**config.mk**
```make
export PLATFORM = sky130hd
export DESIGN_NAME = guess_input_flat
export DESIGN_NICKNAME = d
export VERILOG_FILES = /design/src/rtl/guess_input_if.sv /design/src/rtl/guess_input.sv /design/src/flat_wrapper.sv
export SDC_FILE = /design/constraint.sdc
export NUM_CORES = 1
export LEC_CHECK = 0
export ABC_AREA = 1
export CAP_MARGIN = 20
export CELL_PAD_IN_SITES_DETAIL_PLACEMENT = 0
export CELL_PAD_IN_SITES_GLOBAL_PLACEMENT = 1
export CORE_MARGIN = 3
export CORE_UTILIZATION = 25
export DETAILED_ROUTE_END_ITERATION = 16
export GPL_TIMING_DRIVEN = 0
export PLACE_DENSITY = 0.57
export RECOVER_POWER = 25
export SYNTH_ARGS = -nofsm -noshare
export SYNTH_HDL_FRONTEND = slang
export SYNTH_SLANG_ARGS = --single-unit
```
**constraint.sdc**
```tcl
create_clock -name clk -period 4 [get_ports clk]
set_clock_uncertainty 0.05 [all_clocks]
set_input_delay 0.8 -clock clk [delete_from_list [all_inputs] [get_ports clk]]
set_output_delay 0.8 -clock clk [all_outputs]
set_load 0.01 [all_outputs]
```
**src/rtl/guess_input_if.sv**
```systemverilog
`timescale 1ns/1ps
`default_nettype none
// ============================================================================
//  Module   : guess_input_if
//  Purpose  : Guess bus between the PS/2 guess front end and the
//             guess-tracking stage.
//  Signals  : guessed[25:0] - letters already guessed (bit i = letter i)
//             enable        - guesses are accepted only while high
//             load          - one-cycle strobe for a fresh, accepted guess
//             load_x[4:0]   - letter index of the guess, 0=A .. 25=Z
//             repeat_key    - one-cycle pulse for an already-guessed letter
//             frame_err     - one-cycle pulse on a bad or timed-out frame
//  Modports : master - the front end (drives the strobes)
//             slave  - the tracking stage (drives guessed/enable)
//  Revision : 1.0 - initial release
// ============================================================================
interface guess_input_if;
    logic [25:0] guessed;
    logic        enable;
    logic        load;
    logic [4:0]  load_x;
    logic        repeat_key;
    logic        frame_err;

    modport master (
        input  guessed,
        input  enable,
        output load,
        output load_x,
        output repeat_key,
        output frame_err
    );

    modport slave (
        output guessed,
        output enable,
        input  load,
        input  load_x,
        input  repeat_key,
        input  frame_err
    );
endinterface
`default_nettype wire

```
**src/rtl/guess_input.sv**
```systemverilog
`timescale 1ns/1ps
`default_nettype none
// ============================================================================
//  Module   : guess_input
//  Purpose  : Receives PS/2 keyboard frames, decodes letter make codes A-Z
//             and issues a single-cycle load strobe carrying the letter
//             index. Releases, extended keys, typematic repeats and letters
//             already guessed never produce a load.
//  Ports    : clk      - system clock
//             reset    - synchronous, active-high reset
//             ps2_clk  - raw PS/2 clock (asynchronous)
//             ps2_data - raw PS/2 data (asynchronous)
//             gi       - guess bus (master side): guessed/enable in,
//                        load/load_x/repeat_key/frame_err out
//  Params   : FILTER_LEN     - equal synchronized samples needed before the
//                              filtered PS/2 clock changes level
//             TIMEOUT_CYCLES - idle clk cycles that abort a partial frame
//  Revision : 1.0 - initial release
// ============================================================================
module guess_input #(
    parameter int FILTER_LEN     = 4,
    parameter int TIMEOUT_CYCLES = 50000
) (
    input  wire logic     clk,
    input  wire logic     reset,
    input  wire logic     ps2_clk,
    input  wire logic     ps2_data,
    guess_input_if.master gi
);

    localparam int c_fcnt_w = $clog2(FILTER_LEN) + 1;
    localparam int c_to_w   = $clog2(TIMEOUT_CYCLES + 1);
    localparam logic [c_fcnt_w-1:0] c_filt_last = c_fcnt_w'(FILTER_LEN - 1);
    localparam logic [c_to_w-1:0]   c_to_last   = c_to_w'(TIMEOUT_CYCLES - 1);

    typedef enum logic [1:0] {
        S_IDLE   = 2'd0,
        S_DATA   = 2'd1,
        S_PARITY = 2'd2,
        S_STOP   = 2'd3
    } rx_state_t;

    rx_state_t r_state;
    rx_state_t w_state_nxt;

    // ------------------------------------------------------------------
    // Synchronizers; both lines idle high, so they reset high.
    // ------------------------------------------------------------------
    logic r_clk_meta, r_clk_sync, r_data_meta, r_data_sync;

    always_ff @(posedge clk) begin
        if (reset) begin
            r_clk_meta  <= 1'b1;
            r_clk_sync  <= 1'b1;
            r_data_meta <= 1'b1;
            r_data_sync <= 1'b1;
        end else begin
            r_clk_meta  <= ps2_clk;
            r_clk_sync  <= r_clk_meta;
            r_data_meta <= ps2_data;
            r_data_sync <= r_data_meta;
        end
    end

    // ------------------------------------------------------------------
    // Clock glitch filter: count consecutive samples that differ from the
    // filtered level; flip on the FILTER_LEN-th one.
    // ------------------------------------------------------------------
    logic                r_filt_clk;
    logic [c_fcnt_w-1:0] r_filt_cnt;
    logic                w_filt_flip;
    logic                w_sample;

    assign w_filt_flip = (r_clk_sync != r_filt_clk) && (r_filt_cnt == c_filt_last);
    assign w_sample    = w_filt_flip && r_filt_clk;   // filtered 1->0

    always_ff @(posedge clk) begin
        if (reset) begin
            r_filt_clk <= 1'b1;
            r_filt_cnt <= '0;
        end else if (r_clk_sync == r_filt_clk) begin
            r_filt_cnt <= '0;
        end else if (w_filt_flip) begin
            r_filt_clk <= ~r_filt_clk;
            r_filt_cnt <= '0;
        end else begin
            r_filt_cnt <= r_filt_cnt + 1'b1;
        end
    end

    // ------------------------------------------------------------------
    // Frame timeout
    // ------------------------------------------------------------------
    logic [c_to_w-1:0] r_to_cnt;
    logic              w_timeout;

    assign w_timeout = (r_state != S_IDLE) && !w_sample && (r_to_cnt == c_to_last);

    always_ff @(posedge clk) begin
        if (reset || r_state == S_IDLE || w_sample) begin
            r_to_cnt <= '0;
        end else begin
            r_to_cnt <= r_to_cnt + 1'b1;
        end
    end

    // ------------------------------------------------------------------
    // Receiver FSM
    // ------------------------------------------------------------------
    logic [2:0] r_bit_cnt;
    logic [7:0] r_shift;
    logic       r_parity;
    logic       w_frame_done;
    logic       w_frame_good;

    always_ff @(posedge clk) begin
        if (reset) begin
            r_state <= S_IDLE;
        end else begin
            r_state <= w_state_nxt;
        end
    end

    always_comb begin
        w_state_nxt  = r_state;
        w_frame_done = 1'b0;
        w_frame_good = 1'b0;
        case (r_state)
            S_IDLE:   if (w_sample && !r_data_sync) w_state_nxt = S_DATA;
            S_DATA:   if (w_sample && r_bit_cnt == 3'd7) w_state_nxt = S_PARITY;
            S_PARITY: if (w_sample) w_state_nxt = S_STOP;
            S_STOP: begin
                if (w_sample) begin
                    w_state_nxt  = S_IDLE;
                    w_frame_done = 1'b1;
                    // Odd parity over data + parity, and stop bit high.
                    w_frame_good = r_data_sync && (^{r_shift, r_parity});
                end
            end
            default:  w_state_nxt = S_IDLE;
        endcase
        if (w_timeout) w_state_nxt = S_IDLE;
    end

    logic       r_byte_valid;
    logic [7:0] r_byte;
    logic       r_frame_err;

    always_ff @(posedge clk) begin
        if (reset) begin
            r_bit_cnt    <= '0;
            r_shift      <= '0;
            r_parity     <= 1'b0;
            r_byte_valid <= 1'b0;
            r_byte       <= '0;
            r_frame_err  <= 1'b0;
        end else begin
            if (w_sample) begin
                case (r_state)
                    S_IDLE:   r_bit_cnt <= '0;
                    S_DATA: begin
                        r_shift   <= {r_data_sync, r_shift[7:1]};  // LSB first
                        r_bit_cnt <= r_bit_cnt + 1'b1;
                    end
                    S_PARITY: r_parity <= r_data_sync;
                    default:  ;
                endcase
            end
            r_byte_valid <= w_frame_good;
            if (w_frame_good) r_byte <= r_shift;
            r_frame_err  <= (w_frame_done && !w_frame_good) || w_timeout;
        end
    end

    // ------------------------------------------------------------------
    // Make-code lookup
    // ------------------------------------------------------------------
    logic       w_is_letter;
    logic [4:0] w_letter_idx;

    always_comb begin
        w_is_letter  = 1'b1;
        w_letter_idx = 5'd0;
        case (r_byte)
            8'h1C: w_letter_idx = 5'd0;
            8'h32: w_letter_idx = 5'd1;
            8'h21: w_letter_idx = 5'd2;
            8'h23: w_letter_idx = 5'd3;
            8'h24: w_letter_idx = 5'd4;
            8'h2B: w_letter_idx = 5'd5;
            8'h34: w_letter_idx = 5'd6;
            8'h33: w_letter_idx = 5'd7;
            8'h43: w_letter_idx = 5'd8;
            8'h3B: w_letter_idx = 5'd9;
            8'h42: w_letter_idx = 5'd10;
            8'h4B: w_letter_idx = 5'd11;
            8'h3A: w_letter_idx = 5'd12;
            8'h31: w_letter_idx = 5'd13;
            8'h44: w_letter_idx = 5'd14;
            8'h4D: w_letter_idx = 5'd15;
            8'h15: w_letter_idx = 5'd16;
            8'h2D: w_letter_idx = 5'd17;
            8'h1B: w_letter_idx = 5'd18;
            8'h2C: w_letter_idx = 5'd19;
            8'h3C: w_letter_idx = 5'd20;
            8'h2A: w_letter_idx = 5'd21;
            8'h1D: w_letter_idx = 5'd22;
            8'h22: w_letter_idx = 5'd23;
            8'h35: w_letter_idx = 5'd24;
            8'h1A: w_letter_idx = 5'd25;
            default: w_is_letter = 1'b0;
        endcase
    end

    // ------------------------------------------------------------------
    // Decoder flags, typematic filter and acceptance
    // ------------------------------------------------------------------
    logic       r_brk, r_ext;
    logic       r_held_valid;
    logic [4:0] r_held_idx;
    logic       r_load, r_repeat;
    logic [4:0] r_load_x;
    logic       w_held_match;

    assign w_held_match = w_is_letter && r_held_valid && (r_held_idx == w_letter_idx);

    always_ff @(posedge clk) begin
        if (reset) begin
            r_brk        <= 1'b0;
            r_ext        <= 1'b0;
            r_held_valid <= 1'b0;
            r_held_idx   <= '0;
            r_load       <= 1'b0;
            r_repeat     <= 1'b0;
            r_load_x     <= '0;
        end else begin
            r_load   <= 1'b0;
            r_repeat <= 1'b0;
            if (r_byte_valid) begin
                if (r_byte == 8'hF0) begin
                    r_brk <= 1'b1;
                end else if (r_byte == 8'hE0) begin
                    r_ext <= 1'b1;
                end else if (r_ext) begin
                    // Extended key (make or break): swallow entirely.
                    r_brk <= 1'b0;
                    r_ext <= 1'b0;
                end else if (r_brk) begin
                    r_brk <= 1'b0;
                    if (w_held_match) r_held_valid <= 1'b0;
                end else if (w_is_letter && !w_held_match) begin
                    // Held tracks the key physically down, whether or not
                    // guesses are currently enabled.
                    r_held_valid <= 1'b1;
                    r_held_idx   <= w_letter_idx;
                    if (gi.enable) begin
                        if (gi.guessed[w_letter_idx]) begin
                            r_repeat <= 1'b1;
                        end else begin
                            r_load   <= 1'b1;
                            r_load_x <= w_letter_idx;
                        end
                    end
                end
            end
        end
    end

    assign gi.load       = r_load;
    assign gi.load_x     = r_load_x;
    assign gi.repeat_key = r_repeat;
    assign gi.frame_err  = r_frame_err;

endmodule
`default_nettype wire

```
**src/flat_wrapper.sv**
```systemverilog
// flat-port wrapper written by rule: the top's interface ports become plain ports
module guess_input_flat 
#(
    parameter int FILTER_LEN     = 4,
    parameter int TIMEOUT_CYCLES = 50000
)
  (clk, reset, ps2_clk, ps2_data, gi_guessed, gi_enable, gi_load, gi_load_x, gi_repeat_key, gi_frame_err);
  guess_input_if gi_i ();
  input  wire logic clk;
  input  wire logic reset;
  input  wire logic ps2_clk;
  input  wire logic ps2_data;
  input wire logic [$bits(gi_i.guessed)-1:0] gi_guessed;
  input wire logic [$bits(gi_i.enable)-1:0] gi_enable;
  output wire logic [$bits(gi_i.load)-1:0] gi_load;
  output wire logic [$bits(gi_i.load_x)-1:0] gi_load_x;
  output wire logic [$bits(gi_i.repeat_key)-1:0] gi_repeat_key;
  output wire logic [$bits(gi_i.frame_err)-1:0] gi_frame_err;
  assign gi_i.guessed = gi_guessed;
  assign gi_i.enable = gi_enable;
  assign gi_load = gi_i.load;
  assign gi_load_x = gi_i.load_x;
  assign gi_repeat_key = gi_i.repeat_key;
  assign gi_frame_err = gi_i.frame_err;
  guess_input #(.FILTER_LEN(FILTER_LEN), .TIMEOUT_CYCLES(TIMEOUT_CYCLES)) u_core (.clk(clk), .reset(reset), .ps2_clk(ps2_clk), .ps2_data(ps2_data), .gi(gi_i));
endmodule
```
==> results of run 1 <==
-- cell families (layout without fill, tap and decap cells) --
logic type | Yosys count | after routing
xor gates and xnor gates | 11 | 11
DFF | 63 | 63
adders and majority gates | 9 | 9
buffers and inverters | 83 | 137
and+or+nand+nor | 269 | 269
AOI/OAI and AO/OA | 86 | 86
-- per-stage QoR --
| step | power (uW) | cells |
|---|---|---|
| 6_report | 1530 | 751 |
| 5_1_grt | 1588 | 751 |
| 4_1_cts | 1558 | 751 |
| 3_5_place_dp | 703.3 | 735 |
| 3_3_place_gp | 703.0 | 735 |
| 2_1_floorplan | 666.1 | 521 |
-- metal layers --
metal,vias to the layer above,routed length (um),global-route usage (%)
li1,1774,-,-
met1,1481,4342,14.96
met2,45,3964,18.61
met3,9,312,2.187
met4,0,97,3.933
met5,-,0,0
-- path summary, 6_finish.rpt --
| path | end | slack (ns) | depth (start not counted) |
|---|---|---|---|
| worst max-delay path | u_core.gi.load_x[1] | 1.57 | 16 |
| worst min-delay path | u_core.r_data_sync | 0.36 | 1 |
| worst max register to register | u_core.gi.load_x[1] | 1.57 | 16 |
| worst min register to register | u_core.r_data_sync | 0.36 | 1 |
-- flip-flops by register name, summed over array words and instances, names as in the netlist, 2 cells and up --
register,flops
u_core.r_byte,8
u_core.r_to_cnt,16
u_core.r_filt_cnt,3
u_core.gi.load_x,5
u_core.r_bit_cnt,3
u_core.r_held_idx,5
u_core.r_state,2
u_core.r_shift,8
-- report_power, final --
group          internal [uW]  switching, uW  leakage (uW)  total, uW
clock                    578            263      0.000160        841
sequential               630          0.772      0.000508        631
combinational           35.0           22.5       0.00119       57.5
-- synth_stat cells, drive strengths merged --
| library cell | number |
|---|---|
| a21oi | 38 |
| a31oi | 1 |
| and3 | 1 |
| buf | 3 |
| clkbuf | 5 |
| clkinv | 1 |
| dfxtp | 63 |
| ha | 9 |
| inv | 74 |
| nand2 | 110 |
| nand3 | 36 |
| nand3b | 2 |
| nand4 | 9 |
| nor2 | 88 |
| nor3 | 7 |
| nor3b | 5 |
| nor4 | 3 |
| o211ai | 2 |
| o21a | 1 |
| o21ai | 42 |
| o22ai | 1 |
| o32ai | 1 |
| or2 | 8 |
| xnor2 | 6 |
| xor2 | 5 |
-- layout make-up --
class | instances | area (um^2) | area share [%]
Clock inverter | 3 | 65.06 | 1.473
Tap cell | 176 | 220.2 | 4.984
Inverter | 75 | 281.5 | 6.372
Sequential cell | 63 | 1261 | 28.55
Multi-Input combinational cell | 375 | 1912 | 43.27
Clock buffer | 13 | 260.3 | 5.891
Buffer | 8 | 37.54 | 0.8496
Timing Repair Buffer | 38 | 380.4 | 8.609
-- worst max-delay path, cell delays in order (launching register included) --
cell     delay, ns
dfxtp_1       0.35
inv_2         0.10
nand2_1       0.06
nor2_1        0.25
inv_2         0.08
a21oi_2       0.21
nor2_1        0.09
nand3_1       0.31
nand3_1       0.13
nand3_1       0.12
nand3_1       0.08
nand3_1       0.10
nand2_2       0.10
nand2_4       0.12
nand2_1       0.06
nand2_1       0.07
nor2_2        0.04
==> results_dict.tcl, run 1 <==
set metrics [dict create \
    synth_adder_area_share_pct 3.221 \
    layout_commonest_cell "nand2_1" \
    start_util_pct 25.99 \
    min_period_over_period_pct 60.85 \
    hold_start "u_core.r_data_meta" \
    synth_area_leaders "dfxtp_1 36%, nand2_1 11%, nor2_1 8.5%, inv_1 7.0%, o21ai_0 5.7%" \
    path_class "reg2reg" \
    synth_top_family_by_area "simple AND/OR/NAND/NOR gates" \
    timing.rr.start "u_core.r_byte[5]" \
    critPathLaunch "u_core.r_byte[5]" \
    grt_max_degree 11 \
    worst_ep_arrival_time_ns 2.60 \
    clockRootBuffer "clkbuf_16" \
    antenna_found_initial 0 \
    portBuffers 38 \
    worst_pin_slew_ns 0.5110 \
    drt_iter0_drc 112 \
    synth_nets 561 \
    outcome "finished clean" \
    syn_area_per_cell_um2 6.710 \
    maxCapViolCount 0 \
    crit_fanout 10 \
    cts_tree "built" \
    synth_simple_gate_area_share_pct 35.65 \
    fin_crit_ns 2.434 \
    final-hold-violation-count 0 \
    max_slew_margin_pct 65.94 \
    synth_top_cell_by_area "dfxtp_1" \
    place_hpwl_um 6910 \
    hold_buffers 0 \
    drive_gt1_share_pct 10.09 \
    post_cts_resized 0 \
    synthXorXnorAreaFrac_pct 2.756 \
    grt_pass1_wl_um 14740 \
    synthMuxAreaShare_pct 0 \
    power_density_nw_per_um2 346.3 \
    worstSetupEndpointType "register" \
    antenna_cells 0 \
    final_cell_mix "98 x nand2_1, 79 x nor2_1, 65 x inv_1" \
    synth_warnings 0 \
    routedWlPerCell_um 11.61 \
    grtUsageTotal_pct 11.36 \
    utilization_pct 32.84 \
    start_kind "register" \
    hold_class "reg2reg" \
    postLayoutCellArea_um2 4418 \
    worst_slack_ns 1.566 \
    clockBufferDepth 2 \
    final.setup.tns_ns 0 \
    path_clk_slew_ns 0.05 \
    clock_latency_ns 0.32 \
    die_x_um 124.3 \
    io-pin-count 39 \
    setup_viol 0 \
    fillers 1506 \
    p_leak_uw 0.001856 \
    syn_to_final_growth_pct 26.38 \
    ys_seq_elements 63 \
    pre_cts_ws_ns 1.556 \
    synth_cells 521 \
    synth-compound-area-share_pct 13.06 \
    placed_area_um2 4096 \
    die_area_um2 15440 \
    syn_area_um2 3496 \
    slew_violations 0 \
    cp.required_ns 4.17 \
    wirelength_um 8716 \
    htree_num_levels 3 \
    overflow 0 \
    rsz0062_at_grt "false" \
    coreArea_um2 13450 \
    drc 0 \
    final_nets 610 \
    vias 3309 \
    dr.pass1.iters 4 \
    final_antenna_net_count 0 \
    ys_seq_area_share_pct 36.08 \
    num_rows 42 \
    post_cts_buffers 0 \
    hold_ws_ns 0.3597 \
    via_per_inst 4.406 \
    vdd_drop_max_v 0.0002613 \
    max_freq_mhz 410.8 \
    synth_top_area_share_pct 36.08 \
    die_h_um 124.3 \
    grt_pass1_vias 3170 \
    cts_sinks 63 \
    place.gp.congestion 0.7812 \
    cts_buffers 9 \
    synth_cell_types 40 \
]
(Power assumes the default switching activity.)
==> run 2, diff against run 1 <==
==> constraint.sdc (replaced) <==
create_clock -name clk -period 2.45 [get_ports clk]
set_clock_uncertainty 0.05 [all_clocks]
set_input_delay 0.49 -clock clk [delete_from_list [all_inputs] [get_ports clk]]
set_output_delay 0.49 -clock clk [all_outputs]
set_load 0.01 [all_outputs]
==> results_dict.tcl, run 2 (synthesis gave the netlist of run 1 again) <==
set metrics [dict create \
    vdd_drop_max_v 0.0004266 \
    regMostFlops "u_core.r_to_cnt" \
    place_hpwl_um 6910 \
    coreArea_um2 13450 \
    path_class "reg2reg" \
    clockRootBuffer "clkbuf_16" \
    hold_class "reg2reg" \
    grt_pass1_wl_um 14740 \
    maxCapViolCount 0 \
    rrSetupSlack_ns 0.18 \
    min_to "u_core.r_data_sync" \
    syn_to_final_growth_pct 32.53 \
    final.setup.tns_ns 0 \
    start_kind "register" \
    layout_commonest_cell "nand2_1" \
    r2r_cells 18 \
    hold_start "u_core.r_data_meta" \
    slew_violations 0 \
    worst_pin_slew_ns 0.5110 \
    final_nets 618 \
    cts_tree "built" \
    num_rows 42 \
    grtUsageMet3_pct 2.187 \
    final-hold-violation-count 0 \
    final_cell_mix "94 x nand2_1, 67 x nor2_1, 60 x inv_1" \
    via_per_inst 4.408 \
    use_met2_pct 18.61 \
    largest_reg_flops 16 \
    grtUsageTotal_pct 11.36 \
    clock_latency_ns 0.32 \
    power_uw 2498 \
    grt_pass1_vias 3170 \
    antenna_cells 0 \
    htree_num_levels 3 \
    power_density_nw_per_um2 539.2 \
    grt.busiest_layer "met2" \
    use_met1_pct 14.96 \
    drive_gt1_share_pct 17.32 \
    die_area_um2 15440 \
    cp.required_ns 2.62 \
    final_antenna_net_count 0 \
    io-pin-count 39 \
    clockBufferDepth 2 \
    worstSetupEndpointType "register" \
    reg2reg_to "u_core.gi.load_x[1]" \
    place.gp.congestion 0.7812 \
    outcome "finished clean" \
    portBuffers 38 \
    cts_buffers 9 \
    fillers 1498 \
    max_freq_mhz 440.6 \
    wirelength_um 8820 \
    start_util_pct 25.99 \
    fin_crit_ns 2.270 \
    overflow 0 \
    timing.rr.start "u_core.r_byte[2]" \
    path_clk_slew_ns 0.05 \
    cts_sinks 63 \
    dp.cells 735 \
    setup_viol 0 \
    drt_iter0_drc 117 \
    die_h_um 124.3 \
    worst_ep_arrival_time_ns 2.44 \
    hold_ws_ns 0.3597 \
    vias 3346 \
    routedWlPerCell_um 11.62 \
    min_period_over_period_pct 92.64 \
    max_slew_margin_pct 65.93 \
    dr.pass1.iters 4 \
    reg.largest.list "u_core.r_to_cnt (16), u_core.r_byte (8), u_core.r_shift (8)" \
    p_leak_uw 0.001980 \
    antenna_found_initial 0 \
    die_x_um 124.3 \
    crit_fanout 10 \
    layout.cells.non_filler 759 \
    drc 0 \
    grt_max_degree 11 \
    min_path_cells 1 \
]
-- run 2: cell types whose count changed in the layout (fill, tap and decap cells not counted), sizes merged --
| cell | delta |
|---|---|
| clkdlybuf4s50 | -4 |
| buf | +9 |
| inv | +1 |
| clkinv | -1 |
| clkbuf | -1 |
| dlygate4sd3 | +4 |
-- run 2: routing by layer --
layer	routed length, um	up-vias
met2	4071	37
met3	264	9
li1	-	1792
met4	97	0
met5	0	-
met1	4385	1508
-- run 2: what timing repair did --
action                     4_1_cts  5_1_grt
setup endpoints to repair        0       13
gates resized for setup          0       51
hold buffers                     0        0
buffers inserted                 0        8
-- run 2: final cells by class --
type / count / area (um^2) / area share [%]
buffer: 8 / 41.29 / 0.8912
inverter: 75 / 284.0 / 6.130
sequential: 63 / 1272 / 27.46
clock inverter: 3 / 65.06 / 1.404
tap: 176 / 220.2 / 4.753
clock buffer: 13 / 260.3 / 5.617
multi-input combinational: 375 / 2037 / 43.96
timing repair buffer: 46 / 452.9 / 9.776
-- run 2: how the worst max path moves through the flow --
stage	from	to	slack, ns	cells after the start
floorplan	u_core.r_byte[2]	u_core.gi.load_x[1]	0.47	16
global placement	u_core.r_byte[5]	u_core.gi.load_x[1]	-0.02	16
CTS	u_core.r_byte[2]	u_core.gi.load_x[2]	0.002	16
finish	u_core.r_byte[2]	u_core.gi.load_x[1]	0.18	18
global route	u_core.r_byte[2]	u_core.gi.load_x[0]	-0.01	18
detailed placement	u_core.r_byte[2]	u_core.gi.load_x[2]	0.01	16
-- run 2: worst max-delay path: stages (launching register included) --
cell     delay (ns)
dfxtp_2        0.40
inv_2          0.08
nand2_1        0.10
nor2_4         0.05
nand2_1        0.09
nand2_2        0.10
nor2_8         0.17
nand3_4        0.15
buf_6          0.18
nand2_1        0.07
nand3_1        0.08
nand3_1        0.08
nand3_1        0.07
nand3_1        0.10
nand2_2        0.10
nand2_4        0.12
nand2_1        0.06
nand2_1        0.07
nor2_2         0.03
-- run 2: power breakdown --
group | internal [uW] | leakage (uW) | switching, uW
combinational | 58.0 | 0.00131 | 36.8
sequential | 1030 | 0.000512 | 1.26
clock | 944 | 0.000160 | 430
-- run 2: metrics by stage --
stage          utilization [%]  cell area, um^2  worst slack [ns]
2_1_floorplan                -             3496            0.4707
3_3_place_gp             30.45             4096          -0.01593
5_1_grt                  34.44             4633          -0.01314
6_report                 34.44             4633            0.1803
3_5_place_dp             30.45             4096           0.01270
4_1_cts                  32.87             4422          0.001921
